$ cat src/rtl/muldiv_pkg.sv
// ---------------------------------------------------------------------------
// muldiv_pkg
//   Shared definitions for the multiply/divide unit:
//     - op_e      : operation encodings seen on the op port
//     - state_e   : control FSM states
//     - MUL_CNT_W : width of the multiply latency counter (covers MUL_CYCLES 1..8)
//   is_arith_op() identifies ops that occupy the unit (mul/div), as opposed to
//   the single-edge MTHI/MTLO moves and the no-op encodings.
// ---------------------------------------------------------------------------
package muldiv_pkg;

   typedef enum logic [2:0] {
      OP_MULT  = 3'd0,
      OP_MULTU = 3'd1,
      OP_DIV   = 3'd2,
      OP_DIVU  = 3'd3,
      OP_MTHI  = 3'd4,
      OP_MTLO  = 3'd5
   } op_e;

   typedef enum logic [1:0] {
      S_IDLE = 2'd0,
      S_MUL  = 2'd1,
      S_DIV  = 2'd2
   } state_e;

   localparam int MUL_CNT_W = $clog2(8) + 1;

   function automatic logic is_arith_op(input logic [2:0] op);
      return (op == OP_MULT) || (op == OP_MULTU) || (op == OP_DIV) || (op == OP_DIVU);
   endfunction

endpackage

$ cat src/rtl/muldiv_divider.sv
// ---------------------------------------------------------------------------
// muldiv_divider
//   Iterative unsigned restoring divider, one quotient bit per clock.
//   The first step is taken on the start edge directly from the dividend and
//   divisor inputs, so after WIDTH edges (start edge included) quotient and
//   remainder are final and step_done is high for the following cycle.
//   A divisor of zero yields quotient all-ones and remainder = dividend; the
//   caller overrides that case anyway.
// Ports
//   clk, rst   : clock, synchronous active-high reset
//   clear      : abandon the current division (synchronous)
//   start      : load operands and take the first step
//   dividend   : WIDTH-bit unsigned dividend
//   divisor    : WIDTH-bit unsigned divisor
//   quotient   : current quotient register
//   remainder  : current partial remainder register
//   step_done  : all WIDTH steps complete; results valid this cycle
// ---------------------------------------------------------------------------
module muldiv_divider #(
   parameter int WIDTH = 32
) (
   input  logic             clk,
   input  logic             rst,
   input  logic             clear,
   input  logic             start,
   input  logic [WIDTH-1:0] dividend,
   input  logic [WIDTH-1:0] divisor,
   output logic [WIDTH-1:0] quotient,
   output logic [WIDTH-1:0] remainder,
   output logic             step_done
);

   localparam int CNT_W = $clog2(WIDTH + 1);

   logic [WIDTH-1:0] rem_reg;
   logic [WIDTH-1:0] quo_reg;
   logic [WIDTH-1:0] dsr_reg;
   logic [CNT_W-1:0] cnt_reg;
   logic             run_reg;

   // One shared step datapath: on start it works on the raw inputs,
   // otherwise on the iteration registers.
   logic [WIDTH-1:0] src_rem;
   logic [WIDTH-1:0] src_quo;
   logic [WIDTH-1:0] src_dsr;
   logic [WIDTH:0]   shifted;
   logic [WIDTH:0]   diff;
   logic [WIDTH-1:0] rem_next;
   logic [WIDTH-1:0] quo_next;

   always_comb begin
      src_rem  = start ? '0 : rem_reg;
      src_quo  = start ? dividend : quo_reg;
      src_dsr  = start ? divisor : dsr_reg;
      shifted  = {src_rem, src_quo[WIDTH-1]};
      diff     = shifted - {1'b0, src_dsr};
      quo_next = src_quo << 1;
      if (shifted >= {1'b0, src_dsr}) begin
         // Partial remainder stays below the divisor, so WIDTH bits suffice.
         rem_next    = diff[WIDTH-1:0];
         quo_next[0] = 1'b1;
      end else begin
         rem_next    = shifted[WIDTH-1:0];
         quo_next[0] = 1'b0;
      end
   end

   always_ff @(posedge clk) begin
      if (rst || clear) begin
         rem_reg <= '0;
         quo_reg <= '0;
         dsr_reg <= '0;
         cnt_reg <= '0;
         run_reg <= 1'b0;
      end else if (start) begin
         rem_reg <= rem_next;
         quo_reg <= quo_next;
         dsr_reg <= divisor;
         cnt_reg <= CNT_W'(WIDTH - 1);
         run_reg <= 1'b1;
      end else if (run_reg) begin
         if (cnt_reg != '0) begin
            rem_reg <= rem_next;
            quo_reg <= quo_next;
            cnt_reg <= cnt_reg - 1'b1;
         end else begin
            run_reg <= 1'b0;
         end
      end
   end

   assign quotient  = quo_reg;
   assign remainder = rem_reg;
   assign step_done = run_reg && (cnt_reg == '0);

endmodule

$ cat src/rtl/muldiv_unit.sv
// ---------------------------------------------------------------------------
// muldiv_unit
//   Multi-cycle multiply/divide unit with HI/LO registers for the EX stage.
//   MULT/MULTU: product registered on the start edge, written to {hi,lo}
//     MUL_CYCLES edges after (start edge counted as the first).
//   DIV/DIVU: magnitudes fed to the restoring divider; WIDTH step edges then
//     one sign-fixup edge writes lo=quotient, hi=remainder.
//   MTHI/MTLO: hi/lo take a on the next edge, no busy, no done.
//   done is a registered pulse in the cycle after hi/lo take a result.
// Ports
//   clk, rst   : clock, synchronous active-high reset
//   start, op  : muldiv instruction in EX and its encoding (muldiv_pkg::op_e)
//   a, b       : rs / rt operands
//   flush      : kill the in-flight op; also cancels a same-cycle start
//   stall_req  : combinational hold request for PC/IF_ID/ID_EXE
//   busy       : registered, FSM not idle
//   done       : one-cycle result pulse
//   hi, lo     : HI/LO registers
// ---------------------------------------------------------------------------
module muldiv_unit
   import muldiv_pkg::*;
#(
   parameter int WIDTH      = 32,
   parameter int MUL_CYCLES = 4
) (
   input  logic             clk,
   input  logic             rst,
   input  logic             start,
   input  logic [2:0]       op,
   input  logic [WIDTH-1:0] a,
   input  logic [WIDTH-1:0] b,
   input  logic             flush,
   output logic             stall_req,
   output logic             busy,
   output logic             done,
   output logic [WIDTH-1:0] hi,
   output logic [WIDTH-1:0] lo
);

   // The MUL state is entered only when MUL_CYCLES >= 2; it stays
   // MUL_CYCLES-1 cycles, counting this value down to zero.
   localparam logic [MUL_CNT_W-1:0] MUL_LOAD =
      (MUL_CYCLES >= 2) ? MUL_CNT_W'(MUL_CYCLES - 2) : '0;

   state_e                 state_reg;
   logic [MUL_CNT_W-1:0]   cnt_reg;
   logic [2*WIDTH-1:0]     prod_reg;
   logic [WIDTH-1:0]       a_reg;
   logic                   q_neg_reg;
   logic                   r_neg_reg;
   logic                   div0_reg;
   logic [WIDTH-1:0]       hi_reg;
   logic [WIDTH-1:0]       lo_reg;
   logic                   done_reg;

   logic                   accept;
   logic                   is_mul;
   logic                   is_div;
   logic                   signed_op;
   logic                   a_neg;
   logic                   b_neg;
   logic [WIDTH-1:0]       a_abs;
   logic [WIDTH-1:0]       b_abs;
   logic [2*WIDTH-1:0]     a_ext;
   logic [2*WIDTH-1:0]     b_ext;
   logic [2*WIDTH-1:0]     product;

   logic                   div_start;
   logic [WIDTH-1:0]       div_quo;
   logic [WIDTH-1:0]       div_rem;
   logic                   div_done;
   logic [WIDTH-1:0]       q_fix;
   logic [WIDTH-1:0]       r_fix;

   // Operand decode and preparation
   always_comb begin
      accept    = (state_reg == S_IDLE) && start && !flush;
      is_mul    = (op == OP_MULT) || (op == OP_MULTU);
      is_div    = (op == OP_DIV)  || (op == OP_DIVU);
      signed_op = (op == OP_MULT) || (op == OP_DIV);
      a_neg     = signed_op && a[WIDTH-1];
      b_neg     = signed_op && b[WIDTH-1];
      // -2^(W-1) keeps its bit pattern, which is its correct unsigned magnitude.
      a_abs     = a_neg ? -a : a;
      b_abs     = b_neg ? -b : b;
      // Low 2W bits of the sign/zero-extended product are the exact result.
      a_ext     = signed_op ? {{WIDTH{a[WIDTH-1]}}, a} : {{WIDTH{1'b0}}, a};
      b_ext     = signed_op ? {{WIDTH{b[WIDTH-1]}}, b} : {{WIDTH{1'b0}}, b};
      product   = a_ext * b_ext;
      div_start = accept && is_div;
      q_fix     = q_neg_reg ? -div_quo : div_quo;
      r_fix     = r_neg_reg ? -div_rem : div_rem;
   end

   muldiv_divider #(
      .WIDTH (WIDTH)
   ) u_divider (
      .clk       (clk),
      .rst       (rst),
      .clear     (flush),
      .start     (div_start),
      .dividend  (a_abs),
      .divisor   (b_abs),
      .quotient  (div_quo),
      .remainder (div_rem),
      .step_done (div_done)
   );

   always_ff @(posedge clk) begin
      if (rst) begin
         state_reg <= S_IDLE;
         cnt_reg   <= '0;
         prod_reg  <= '0;
         a_reg     <= '0;
         q_neg_reg <= 1'b0;
         r_neg_reg <= 1'b0;
         div0_reg  <= 1'b0;
         hi_reg    <= '0;
         lo_reg    <= '0;
         done_reg  <= 1'b0;
      end else begin
         done_reg <= 1'b0;
         case (state_reg)
            S_IDLE: begin
               if (accept) begin
                  case (op)
                     OP_MULT, OP_MULTU: begin
                        if (MUL_CYCLES == 1) begin
                           {hi_reg, lo_reg} <= product;
                           done_reg         <= 1'b1;
                        end else begin
                           prod_reg  <= product;
                           cnt_reg   <= MUL_LOAD;
                           state_reg <= S_MUL;
                        end
                     end
                     OP_DIV, OP_DIVU: begin
                        a_reg     <= a;
                        q_neg_reg <= a_neg ^ b_neg;
                        r_neg_reg <= a_neg;
                        div0_reg  <= (b == '0);
                        state_reg <= S_DIV;
                     end
                     OP_MTHI: hi_reg <= a;
                     OP_MTLO: lo_reg <= a;
                     default: ;
                  endcase
               end
            end
            S_MUL: begin
               if (flush) begin
                  state_reg <= S_IDLE;
               end else if (cnt_reg == '0) begin
                  {hi_reg, lo_reg} <= prod_reg;
                  done_reg         <= 1'b1;
                  state_reg        <= S_IDLE;
               end else begin
                  cnt_reg <= cnt_reg - 1'b1;
               end
            end
            S_DIV: begin
               if (flush) begin
                  state_reg <= S_IDLE;
               end else if (div_done) begin
                  // Sign fixup edge; divide by zero returns the raw dividend.
                  if (div0_reg) begin
                     hi_reg <= a_reg;
                     lo_reg <= '1;
                  end else begin
                     hi_reg <= r_fix;
                     lo_reg <= q_fix;
                  end
                  done_reg  <= 1'b1;
                  state_reg <= S_IDLE;
               end
            end
            default: state_reg <= S_IDLE;
         endcase
      end
   end

   // Stall covers the issue cycle and every in-flight cycle; it drops in the
   // done cycle so a dependent MFHI/MFLO sees the freshly written value.
   assign stall_req = (state_reg != S_IDLE) || (accept && is_arith_op(op));
   assign busy      = (state_reg != S_IDLE);
   assign done      = done_reg;
   assign hi        = hi_reg;
   assign lo        = lo_reg;

endmodule

$ cat config.mk
export PLATFORM = sky130hd
export DESIGN_NAME = muldiv_unit
export DESIGN_NICKNAME = d
export VERILOG_FILES = /design/src/rtl/muldiv_pkg.sv /design/src/rtl/muldiv_divider.sv /design/src/rtl/muldiv_unit.sv
export SDC_FILE = /design/constraint.sdc
export NUM_CORES = 2
export LEC_CHECK = 0
export CAP_MARGIN = 20
export CORE_MARGIN = 2
export CORE_UTILIZATION = 35
export DETAILED_ROUTE_END_ITERATION = 7
export GPL_TIMING_DRIVEN = 0
export PLACE_DENSITY = 0.61
export SYNTH_ARGS = -nofsm -noshare
export SYNTH_HDL_FRONTEND = slang
export SYNTH_SLANG_ARGS = --single-unit
$ cat constraint.sdc
create_clock -name clk -period 15.4 [get_ports clk]
set_input_delay 4.62 -clock clk [delete_from_list [all_inputs] [get_ports clk]]
set_output_delay 4.62 -clock clk [all_outputs]
set_load 0.01 [all_outputs]
Word-level counts from Yosys, hierarchy flattened
Cells that the tools add are included.
{"block": "op_classes", "n_reduce_logical": 37, "eq_ne": 19, "n_bitwise": 1, "magnitude_cmp": 1, "multipliers": 1, "addsub": 7, "n_mux": 56}
{"cell": "32-bit two-way mux", "n": 28}
{"cell": "32-bit case mux with 3 select lines", "n": 2}
{"cell": "64-bit two-way mux", "n": 2}
{"cell": "32-bit negation", "n": 4}
{"cell": "64-bit by 64-bit multiplier with 64-bit output", "n": 1}
{"cell": "33-bit by 32-bit >= comparator with 1-bit output", "n": 1}
{"cell": "32-bit logical NOT", "n": 1}
{"cell": "32-bit subtractor", "n": 1}
{"cell": "4-bit two-way mux", "n": 4}
{"cell": "5-bit two-way mux", "n": 3}
{"cell": "7-bit AND reduction", "n": 2}
{"cell": "2-bit inequality test (second input constant)", "n": 6}
{"cell": "2-bit two-way mux", "n": 5}
{"cell": "1-bit two-way mux", "n": 8}
{"cell": "4-bit case mux with 2 select lines", "n": 1}
{"cell": "2-bit nonzero test", "n": 4}
{"cell": "1-bit logical AND", "n": 7}
{"cell": "1-bit logical OR", "n": 7}
{"cell": "3-bit by 2-bit == test with 1-bit output (second input constant)", "n": 2}
{"cell": "3-bit == test (second input constant)", "n": 2}
{"cell": "6-bit logical NOT", "n": 1}
{"cell": "2-bit by 1-bit inequality test with 1-bit output (second input constant)", "n": 3}
{"cell": "3-bit inequality test (second input constant)", "n": 2}
{"cell": "2-bit case mux with 3 select lines", "n": 1}
{"cell": "20 further kinds", "n": 24}
{"block": "word_totals", "ff_bits": 273}

Logic depth before layout (Yosys ltp)
{"block": "logic_depth", "word_depth": 10, "ltp_mapped": 38}

Hierarchy
From an unflattened synthesis, not the netlist that was laid out.
{"block": "unflattened", "hier_cells": 7461, "hier_area_um2": 64247.9}
{"module": "muldiv_unit", "area_each_um2": 57883.0, "cells_per_inst": 6626, "instances": 1}
{"module": "muldiv_divider", "area_each_um2": 6364.9, "cells_per_inst": 835, "instances": 1}

Least setup slack after synthesis
OpenSTA, ideal clock, no wires.
{"block": "synth_path", "kind": "input-to-reg", "startpoint": "in op[0]", "endpoint": "reg prod_reg[61]", "t_required_ns": 15.286, "slack_ns": 1.326, "cell_stages": 32, "arrival_time_ns": 13.960, "path_cell_list": "nor2_1 > and2_1 > clkbuf_1 > buf_1 > buf_1 > nand2_1 > fa_1 > inv_1 > fa_1 > fa_1 > inv_1 > fa_1 > inv_1 > fa_1 > fa_1 > fa_1 > fa_1 > fa_1 > inv_1 > fa_1 > inv_1 > ha_1 > and3_1 > and3_1 > a32oi_1 > o211ai_1 > a221o_1 > a221oi_1 > a211oi_1 > a211oi_1 > xnor2_1 > a21o_1"}
{"block": "synth_between", "elab_chain_cells": 4, "word_cells_on_any_way": 9, "cone_classes": "mul: 1; eq/ne: 2; mux: 2; reduce/logical: 4"}
{"element": "from (decl)", "line_no": "muldiv_unit.sv:29", "rtl": "input logic [2:0] op,"}
{"element": "3-bit by 2-bit == test with 1-bit output or 3-bit logical NOT (tied branches)", "line_no": "muldiv_unit.sv:80, muldiv_unit.sv:126"}
{"element": "1-bit logical OR", "line_no": "muldiv_unit.sv:80", "rtl": "signed_op = (op == OP_MULT) || (op == OP_DIV);"}
{"element": "64-bit two-way mux, on equally long branches", "line_no": "muldiv_unit.sv:87, muldiv_unit.sv:88"}
{"element": "64-bit by 64-bit multiplier with 64-bit output", "line_no": "muldiv_unit.sv:89", "rtl": "product = a_ext * b_ext;"}
{"element": "to (signal assigned)", "line_no": "muldiv_unit.sv:132", "rtl": "prod_reg <= product;"}
{"element": "to (decl)", "line_no": "muldiv_unit.sv:47", "rtl": "logic [2*WIDTH-1:0] prod_reg;"}
Several ways; a longest one is shown, not always the timed one.
A chain may end at the register's enable or synchronous reset.

Final worst setup path
{"block": "layout_path", "startpoint": "in b[2]", "endpoint": "reg prod_reg[57]"}
{"block": "layout_between", "elab_chain_cells": 2}
{"element": "from (decl)", "line_no": "muldiv_unit.sv:31", "rtl": "input logic [WIDTH-1:0] b,"}
{"element": "64-bit two-way mux", "line_no": "muldiv_unit.sv:88", "rtl": "b_ext = signed_op ? {{WIDTH{b[WIDTH-1]}}, b} : {{WIDTH{1'b0}}, b};"}
{"element": "64-bit by 64-bit multiplier with 64-bit output", "line_no": "muldiv_unit.sv:89"}
Every way passes these cells.

==> metrics.txt <==
largest net degree at the start of global routing 25; WP data arrival between 15000 and 20000 ps; Slew HR a little under an eighth; initial antenna violation count 31; Post-synth EDFFs 0; share of layout cells above drive strength 1 under 10%; Final Critical Period about 15000 ps; YS warnings 0; htree depth 1; Final Instance Count excl. Fillers between 9k and 10k; vias in the first global route approximately 54k; fin crit share 99.3%; initial core utilization 35.3%; Post-route DRC 0; Seq/Total Area, Yosys between 8 and 9%; TritonCTS Buffers 28; max-slew violations 0; max_cap viols 0; first-pass GRT wire length about 380000 um; clock latency on the worst-skew pair around 600 ps; RSZ-0062 raised after global routing false; Worst-Margin Slew 1330 ps; Routed Wire Length 264000 um; top cells by count, synth inv_1, fa_1, nand2_1; Detail Placement HPWL around 230000 um; Die Wd approximately 430 um; Critical Path Sink Type register; post-synthesis net count 9164; GRT Residual Overflow 0; final core occ 38.4%; Final setup viols 0; cell count after synthesis roughly 7.3k; Largest register FFs 64; Hold Crit Class register to register; status finished clean; gr usage total ~28%; Fmax achieved roughly 0.065 GHz; Initial DRC Count ~4.7k; area of the die 0.184 sq mm; final hold slack ~450 ps; most frequent cell after synthesis inv_1; Worst Clk Skew slightly above 20 ps; layout filler cell count between 15k and 20k; hold buffer count at cts 0; CTS max path bufs 3; row count 155; top cell type's share of synthesized area 45.0%; Synth area leaders fa_1, inv_1, dfxtp_1, ha_1, nand2_1; Setup CP Type input port to register; final net count roughly 9.3k; flops & latches, synth ~270; ys flop type dfxtp_1; asr flop ratio synth 0%; Crit-path slowest cell clkbuf_1; Placed Cells slightly below 10k; Die Ht between 400 and 500 um; WP data required 15880 ps; TritonCTS clock tree built; slowest stage delay, CP about 840 ps; synthesized cell area roughly 0.063 sq mm; drt via density 5.25; crit path max fanout 10; GP Congestion between 1 and 1.5; Final ANT Viol Nets 0; port bufs around 100; root buf cell clkbuf_16; wire length per cell roughly 27 um; core box area roughly 0.18 sq mm; clk sink count 273; Critical Path Most Common Cell fa_1; syn avg cell area roughly 8.6 sq um; Worst setup SP type input port; P&R area growth vs syn 8.81%; final hold violations 0; I/O pin total approximately 140; Worst-path clk slew about 70 ps; TritonRoute pass-1 iters 8; Yosys cell types 77; via count ~52k; Synth area leader fa_1
[metal layers]
layer,up-vias,track usage [%],wire [um]
met5,-,0,38
met4,6,14.0,16300
met3,530,4.95,23000
met2,2444,45.4,119000
met1,26500,36.9,106000
li1,22300,-,-
[cell usage in the layout (no fill, tap or decap), types with 20 or more instances in the layout]
cell	count
nor3_1	36
fa_1	1417
a31oi_1	20
xor2_1	85
buf_1	47
clkdlybuf4s50_1	101
buf_8	20
clkbuf_16	29
nor2_1	321
a21o_1	50
nand2_1	1156
and2_1	381
clkbuf_1	366
a211oi_1	22
o21ai_0	172
ha_1	356
a21oi_1	378
xnor2_1	172
inv_1	1564
dfxtp_1	273
o31ai_1	27
a311oi_1	89
and3_1	30
nand3_1	36
or3_1	24
[worst max-delay path: cells and delay by family]
kind / cells / cell delay, ps
adder cells (fa/ha/maj): 11 / 5500
buffers and inverters: 9 / 2720
AO/OA/AOI/OAI: 9 / 2480
AND/OR/NAND/NOR: 3 / 430
[final timing paths]
| kind | startpoint | end | slack [ps] | depth (start not counted) |
|---|---|---|---|---|
| max | b[2] | prod_reg[57]$_SDFFE_PP0P_ | 100 | 32 |
| min | prod_reg[49]$_SDFFE_PP0P_ | prod_reg[49]$_SDFFE_PP0P_ | 450 | 2 |
| max reg2reg | state_reg[0]$_SDFFE_PP0P_ | u_divider.remainder[15]$_SDFFE_PP0P_ | 7920 | 22 |
| min reg2reg | prod_reg[49]$_SDFFE_PP0P_ | prod_reg[49]$_SDFFE_PP0P_ | 450 | 2 |
[logic make-up after synthesis]
family,after synthesis,synth area share (%)
flops,273,8.65
mux,8,0.129
xor+xnor,257,3.56
simple gates,2111,15.1
fa+ha+maj,1777,52.0
compound gates,880,8.58
buf+inv,2011,12.0
[layout make-up]
cell class	instances	area (sq um)	share of cell area [%]
Antenna cell	16	40.0	0.0582
Buffer	439	1700	2.47
Clock buffer	31	753	1.10
Clock inverter	20	245	0.357
Inverter	1566	5880	8.55
Multi-Input combinational cell	5033	50200	73.0
Sequential cell	273	5470	7.95
Tap cell	2355	2950	4.28
Timing Repair Buffer	135	1530	2.23
[per-stage QoR]
| step | setup slack [ps] | setup TNS, ps | cell area, sq um |
|---|---|---|---|
| 2_1_floorplan | 1330 | 0 | 63200 |
| 3_3_place_gp | -3360 | -72710 | 67200 |
| 3_5_place_dp | -2390 | -42450 | 67700 |
| 4_1_cts | 27.1 | 0 | 68700 |
| 5_1_grt | 3.54 | 0 | 68800 |
| 6_report | 104 | 0 | 68800 |
[what timing repair did]
item	in CTS	in global routing
resized for setup	16	18
pin swaps	0	1
setup endpoints to repair	25	10
setup buffers	0	1
Power is not shown: default switching activity piles up to over one toggle a cycle in this logic, so the estimate is an artifact.
